File: src/rtl/window_check_ctrl.sv
// rtl/window_check_ctrl.sv - session controller for the serial w-window checker
//
// Splits the serial w stream into back-to-back windows of WIN samples and pulses
// z when a window held exactly TARGET ones. A session runs NWIN windows, or with
// NWIN=0 it runs until abort.
//
// Optional feature macro: WINCHK_HITCNT_EN
//   defined   - hit_cnt counts z pulses of the current/last session, saturating
//   undefined - counter omitted, hit_cnt tied to 0
//
// Ports:
//   clk       in   single clock, rising edge
//   reset_n   in   asynchronous active-low reset
//   start     in   session request, sampled only in IDLE
//   w         in   serial data sample
//   abort     in   synchronous session cancel, sampled only in SAMPLE
//   busy      out  session in progress
//   z         out  one-cycle pulse, window hit
//   win_valid out  one-cycle pulse, window completed
//   done      out  one-cycle pulse, session completed normally
//   hit_cnt   out  [CW-1:0] hits in current/last session
module window_check_ctrl #(
  parameter int WIN    = 3,
  parameter int TARGET = 2,
  parameter int NWIN   = 4,
  parameter int CW     = 8
) (
  input  logic          clk,
  input  logic          reset_n,
  input  logic          start,
  input  logic          w,
  input  logic          abort,
  output logic          busy,
  output logic          z,
  output logic          win_valid,
  output logic          done,
  output logic [CW-1:0] hit_cnt
);

  // idx never exceeds WIN-1 and ones never exceeds WIN, so one width serves both
  localparam int OW = $clog2(WIN + 1);
  localparam logic [OW-1:0] LAST_IDX = OW'(WIN - 1);
  localparam logic [OW-1:0] TGT      = OW'(TARGET);
  localparam logic [15:0]   NWIN_L   = 16'(NWIN);

  typedef enum logic {IDLE, SAMPLE} state_t;

  state_t        state, state_d;
  logic [OW-1:0] idx, idx_d;
  logic [OW-1:0] ones, ones_d;
  logic [OW-1:0] ones_sum;
  logic [15:0]   wcnt, wcnt_d;
  logic [15:0]   wcnt_inc;
  logic          busy_d, z_d, wv_d, done_d;
  logic          hit;

  // ones_sum includes the sample captured on this edge, which matters on the
  // last sample of a window
  assign ones_sum = ones + OW'(w);
  assign wcnt_inc = wcnt + 16'd1;
  assign hit      = (ones_sum == TGT);

  always_ff @(posedge clk or negedge reset_n) begin
    if (!reset_n) begin
      state     <= IDLE;
      idx       <= '0;
      ones      <= '0;
      wcnt      <= '0;
      busy      <= 1'b0;
      z         <= 1'b0;
      win_valid <= 1'b0;
      done      <= 1'b0;
    end else begin
      state     <= state_d;
      idx       <= idx_d;
      ones      <= ones_d;
      wcnt      <= wcnt_d;
      busy      <= busy_d;
      z         <= z_d;
      win_valid <= wv_d;
      done      <= done_d;
    end
  end

  always_comb begin
    state_d = state;
    idx_d   = idx;
    ones_d  = ones;
    wcnt_d  = wcnt;
    busy_d  = busy;
    z_d     = 1'b0;
    wv_d    = 1'b0;
    done_d  = 1'b0;
    case (state)
      IDLE: begin
        if (start) begin
          state_d = SAMPLE;
          busy_d  = 1'b1;
          idx_d   = '0;
          ones_d  = '0;
          wcnt_d  = '0;
        end
      end
      SAMPLE: begin
        if (abort) begin
          // abort wins over the sample on this edge; partial window is dropped
          state_d = IDLE;
          busy_d  = 1'b0;
          idx_d   = '0;
          ones_d  = '0;
        end else if (idx == LAST_IDX) begin
          wv_d   = 1'b1;
          z_d    = hit;
          idx_d  = '0;
          ones_d = '0;
          wcnt_d = wcnt_inc;
          if ((NWIN != 0) && (wcnt_inc == NWIN_L)) begin
            state_d = IDLE;
            busy_d  = 1'b0;
            done_d  = 1'b1;
          end
        end else begin
          idx_d  = idx + OW'(1);
          ones_d = ones_sum;
        end
      end
      default: begin
        state_d = IDLE;
        busy_d  = 1'b0;
      end
    endcase
  end

`ifdef WINCHK_HITCNT_EN
  logic [CW-1:0] hit_q;
  logic          clr_hits;

  assign clr_hits = (state == IDLE) && start;

  always_ff @(posedge clk or negedge reset_n) begin
    if (!reset_n) begin
      hit_q <= '0;
    end else if (clr_hits) begin
      hit_q <= '0;
    end else if (z_d && (hit_q != '1)) begin
      hit_q <= hit_q + CW'(1);
    end
  end

  assign hit_cnt = hit_q;
`else
  assign hit_cnt = '0;
`endif

endmodule

File: config.mk
export PLATFORM = sky130hd
export DESIGN_NAME = window_check_ctrl
export DESIGN_NICKNAME = d
export VERILOG_FILES = /design/src/rtl/window_check_ctrl.sv
export SDC_FILE = /design/constraint.sdc
export NUM_CORES = 1
export LEC_CHECK = 0
export CAP_MARGIN = 20
export CORE_ASPECT_RATIO = 1.4
export CORE_MARGIN = 5
export CORE_UTILIZATION = 32
export DETAILED_ROUTE_END_ITERATION = 16
export PLACE_DENSITY = 0.63
export SLEW_MARGIN = 15
export SYNTH_ARGS = -nofsm -noshare
export SYNTH_HDL_FRONTEND = slang
export SYNTH_SLANG_ARGS = --single-unit
File: constraint.sdc
create_clock -name clk -period 5.3 [get_ports clk]
set_input_delay 1.325 -clock clk [delete_from_list [all_inputs] [get_ports clk]]
set_output_delay 1.325 -clock clk [all_outputs]
set_load 0.02 [all_outputs]
# == Word-level counts from Yosys, hierarchy flattened ==
# Cells that the tools add are included.
# word_totals
regBits,25
latch_bits,0
mem_bits_rw,0
rom_bits,0
in_bits,5
output_inout_bits,12
memories,0
# op_classes
n_addsub,3
n_mul,0
div_mod_pow,0
n_lt_le_gt_ge,0
n_eq_ne,8
shift,0
mux,31
n_bitwise,1
n_reduce_logical,2
# ops
cell,n
$mux 16,3
$pmux 16 s2,1
$mux 1,18
$add 16x1->16 const B,1
$eq 16x3->1 const B,1
$mux 2,5
$pmux 2 s2,2
$ne 3x2->1 const B,2
$reduce_and 3->1,2
$eq 2x2->1 const B,2
$ne 2x2->1 const B,2
$pmux 1 s2,2
$add 2x1->2,1
$add 2x1->2 const B,1
$ne 2x1->1 const B,1
$not 1->1,1

# == Depth between registers and ports, before layout ==
# depth
ltp_word,6
ltp_mapped,7
mapped_depth_nobuf,6

# == Worst setup path after synthesis ==
# OpenSTA, ideal clock, no wires.
# synth_timing
path_type,input to register
startpoint,in abort
endpoint,reg wcnt[10]
setup_time_ns,0.133
t_arrival_ns,2.112
t_required_ns,5.167
setup_slack_ns,3.056
path_stages,7
n_path_buf,1
path_cell_list,nor2b_1 -> nand2_1 -> inv_1 -> nor2_1 -> clkbuf_1 -> o21ai_0 -> o31ai_1
# synth_via
elab_chain_len,2
# synth_rtl
item,line_no,source
start: declaration,32,"input logic abort,"
$ne 2x2->1 (no line),-,
$reduce_and 3->1 (no line),-,
end signal: assignment,77,wcnt <= wcnt_d;
end: declaration,52,"logic [15:0] wcnt, wcnt_d;"
# No other way between the ends.
# A chain may end at the register's enable or synchronous reset.

# == Worst setup path after layout ==
# layout_timing
startpoint,in abort
endpoint,reg wcnt[11]
# The elaborated chain is that of the path after synthesis.

==> impl_metrics.env <==
export IMPL_wl_microns=2900
export IMPL_r2r_start="state$_DFF_PN0_"
export IMPL_final_common_cell="dfrtp_1"
export IMPL_synth_edf_count=0
export IMPL_finalMaxSlewViolations=0
export IMPL_skew_ns=0.00242
export IMPL_crit_buf_inv=2
export IMPL_wl_met2_microns=1420
export IMPL_fin_crit_ns=3.60
export IMPL_async_flop_share_pct=100
export IMPL_met3_length_microns=101
export IMPL_antenna_left=0
export IMPL_worstPathArrival_ns=3.78
export IMPL_initial_utilization_pct=32.4
export IMPL_ir_drop_mv=0.0730
export IMPL_synth_cell_type_count=40
export IMPL_first_pass_iters=4
export IMPL_cts_sinks=25
export IMPL_wl_per_cell_microns=12.7
export IMPL_core_area_sq_mm=0.00446
export IMPL_grt_total_usage_pct=10.9
export IMPL_slew_headroom_pct=49.8
export IMPL_die_h_microns=89.6
export IMPL_path_delay_family="simple AND/OR/NAND/NOR gates"
export IMPL_fin_nets=174
export IMPL_max_freq_mhz=278
export IMPL_ys_ff_latch=25
export IMPL_crit_cells=7
export IMPL_critical_path_peak_fanout=22
export IMPL_holdBufCountCts=0
export IMPL_worstHoldStart="ones[0]$_DFFE_PN0P_"
export IMPL_via_per_inst=5.00
export IMPL_cts_resized=0
export IMPL_grt_max_degree=26
export IMPL_worstHoldPathType="reg -> reg"
export IMPL_fin_crit_sh_pct=67.8
export IMPL_area_growth_pct=9.86
export IMPL_status="finished, final reports clean"
export IMPL_post_route_util_pct=35.6
export IMPL_timing_worst_slew_pin_value_ns=0.744
export IMPL_die_w_microns=66.8
export IMPL_tns_ns=0
export IMPL_grt_ovfl_total=0
export IMPL_crit_path_max_incr_delay_ns=0.58
export IMPL_antenna_found_initial=0
export IMPL_cpMaxStageDelayCell="nor2_1"
export IMPL_ys_warn_count=0
export IMPL_clockBufferDepth=2
export IMPL_synth_area_sq_mm=0.00145
export IMPL_drc=0
export IMPL_critPathLaunch="abort"
export IMPL_clk_latency_ns=0.27
export IMPL_grt_first_pass_wirelength_microns=4950
export IMPL_die_area_sq_mm=0.00598
export IMPL_avgSynthCellArea_sq_um=8.93
export IMPL_grt_pass1_vias=1064
export IMPL_rows=29
export IMPL_crit_path_start_kind="input port"
export IMPL_diodes=0
export IMPL_setup_viol=0
export IMPL_ff2ff_path_depth=6
export IMPL_highest_layer="met4"
export IMPL_cts_setup_buffers=0
export IMPL_final_cell_mix="25 x dfrtp_1, 21 x o21ai_0, 17 x nor2_1"
export IMPL_cts_tree="built"
export IMPL_p_leak_nw=0.678
export IMPL_required_ns=5.48
export IMPL_holdPathStages=1
export IMPL_port_buffers=8
export IMPL_worstSetupPathType="in -> reg"
export IMPL_clk_pin_slew_ns=0.09
export IMPL_via_count=1139
export IMPL_pin_count=17
export IMPL_first_iter_violations=66
export IMPL_cts_htree_levels=1
export IMPL_maxCapViolCount=0
export IMPL_hold_violations=0
export IMPL_dp_hpwl_microns=2090
export IMPL_cts_root_buf="clkbuf_8"
export IMPL_routedLengthMet1_microns=1300
export IMPL_netlist_instances=162
export IMPL_yosysSeqAreaShare_pct=43.3
export IMPL_cp_end_kind="register"
export IMPL_ys_flop_type="dfrtp_1"
export IMPL_powerDensity_mw_per_mm2=232
export IMPL_final_layout_size_suffix_gt1_share_pct=5.42
export IMPL_path_cells="clkdlybuf4s50_1, nor2b_1, nand2_1, inv_1, nor2_1, o21ai_0, o31ai_1"
export IMPL_gp_congestion=0.745
export IMPL_grt_setup_unrepaired="false"
export IMPL_cts_buffers=3
[final timing paths]
path | end | slack [ns]
min in group asynchronous | ones[1]$_DFFE_PN0P_ | 1.41
hold / removal | ones[0]$_DFFE_PN0P_ | 0.52
hold reg to reg | ones[0]$_DFFE_PN0P_ | 0.52
setup reg to reg | wcnt[11]$_DFFE_PN0P_ | 2.72
max in group asynchronous | idx[0]$_DFFE_PN0P_ | 3.65
setup / recovery | wcnt[11]$_DFFE_PN0P_ | 1.70
[state kept, by name (all words and copies together), names as in the netlist]
| register | count |
|---|---|
| done | 1 |
| idx | 2 |
| state | 1 |
| wcnt | 16 |
| win_valid | 1 |
| ones | 2 |
| z | 1 |
| busy | 1 |
[synth_stat cells, types with 2 or more instances]
master / instances / area [sq um]
ha_1: 2 / 25.0
nor2b_1: 4 / 25.0
nand4_1: 3 / 18.8
buf_4: 8 / 60.1
a22o_1: 2 / 17.5
nor4_1: 3 / 18.8
nor2_1: 17 / 63.8
a21oi_1: 5 / 25.0
nand2_1: 13 / 48.8
o31ai_1: 5 / 37.5
inv_1: 3 / 11.3
o21ai_0: 21 / 105
clkbuf_1: 4 / 15.0
a32o_1: 2 / 20.0
dfrtp_1: 25 / 626
a31oi_1: 2 / 12.5
and3_1: 2 / 12.5
xnor2_1: 4 / 35.0
nor3_1: 6 / 30.0
buf_2: 3 / 15.0
nand3_1: 9 / 45.0
[metrics by stage]
step	hold slack [ns]	setup WS (ns)	total power, mW	cell area (sq um)	std cells
after floorplan	0.470	3.06	0.245	1470	169
after global placement	0.504	1.45	0.258	1540	224
after detailed placement	0.508	1.45	0.257	1540	224
after CTS	0.526	1.72	0.372	1590	228
after global routing	0.550	1.42	0.385	1590	228
final	0.521	1.70	0.369	1590	228
[cells by family after synthesis]
| kind of cell | count (synthesis) | share of synthesized area (%) |
|---|---|---|
| flip-flops | 25 | 43.3 |
| multiplexers | 1 | 0.692 |
| buffers and inverters | 19 | 7.27 |
| other | 1 | 0.259 |
| adder cells (fa/ha/maj) | 2 | 1.73 |
| AND/OR/NAND/NOR | 66 | 25.0 |
| AO/OA/AOI/OAI | 44 | 19.4 |
| XOR/XNOR | 4 | 2.42 |
[metal layers]
layer | track usage, % | vias up
li1 | - | 579
met4 | 6.65 | 0
met1 | 12.4 | 534
met2 | 19.0 | 21
met3 | 1.51 | 5
met5 | 0 | -
[power breakdown]
| group | internal, mW | switching, mW |
|---|---|---|
| Combinational | 0.0176 | 0.0276 |
| Clock | 0.0539 | 0.0614 |
| Sequential | 0.199 | 0.00969 |
| Total | 0.270 | 0.0986 |
[layout make-up]
| cell class | instances | area (sq um) |
|---|---|---|
| Fill cell | 469 | 2870 |
| Multi-Input combinational cell | 125 | 742 |
| Sequential cell | 25 | 626 |
| Timing Repair Buffer | 9 | 87.6 |
| Tap cell | 62 | 77.6 |
| Clock buffer | 4 | 45.0 |
| Inverter | 3 | 11.3 |
(Power assumes the default switching activity.)
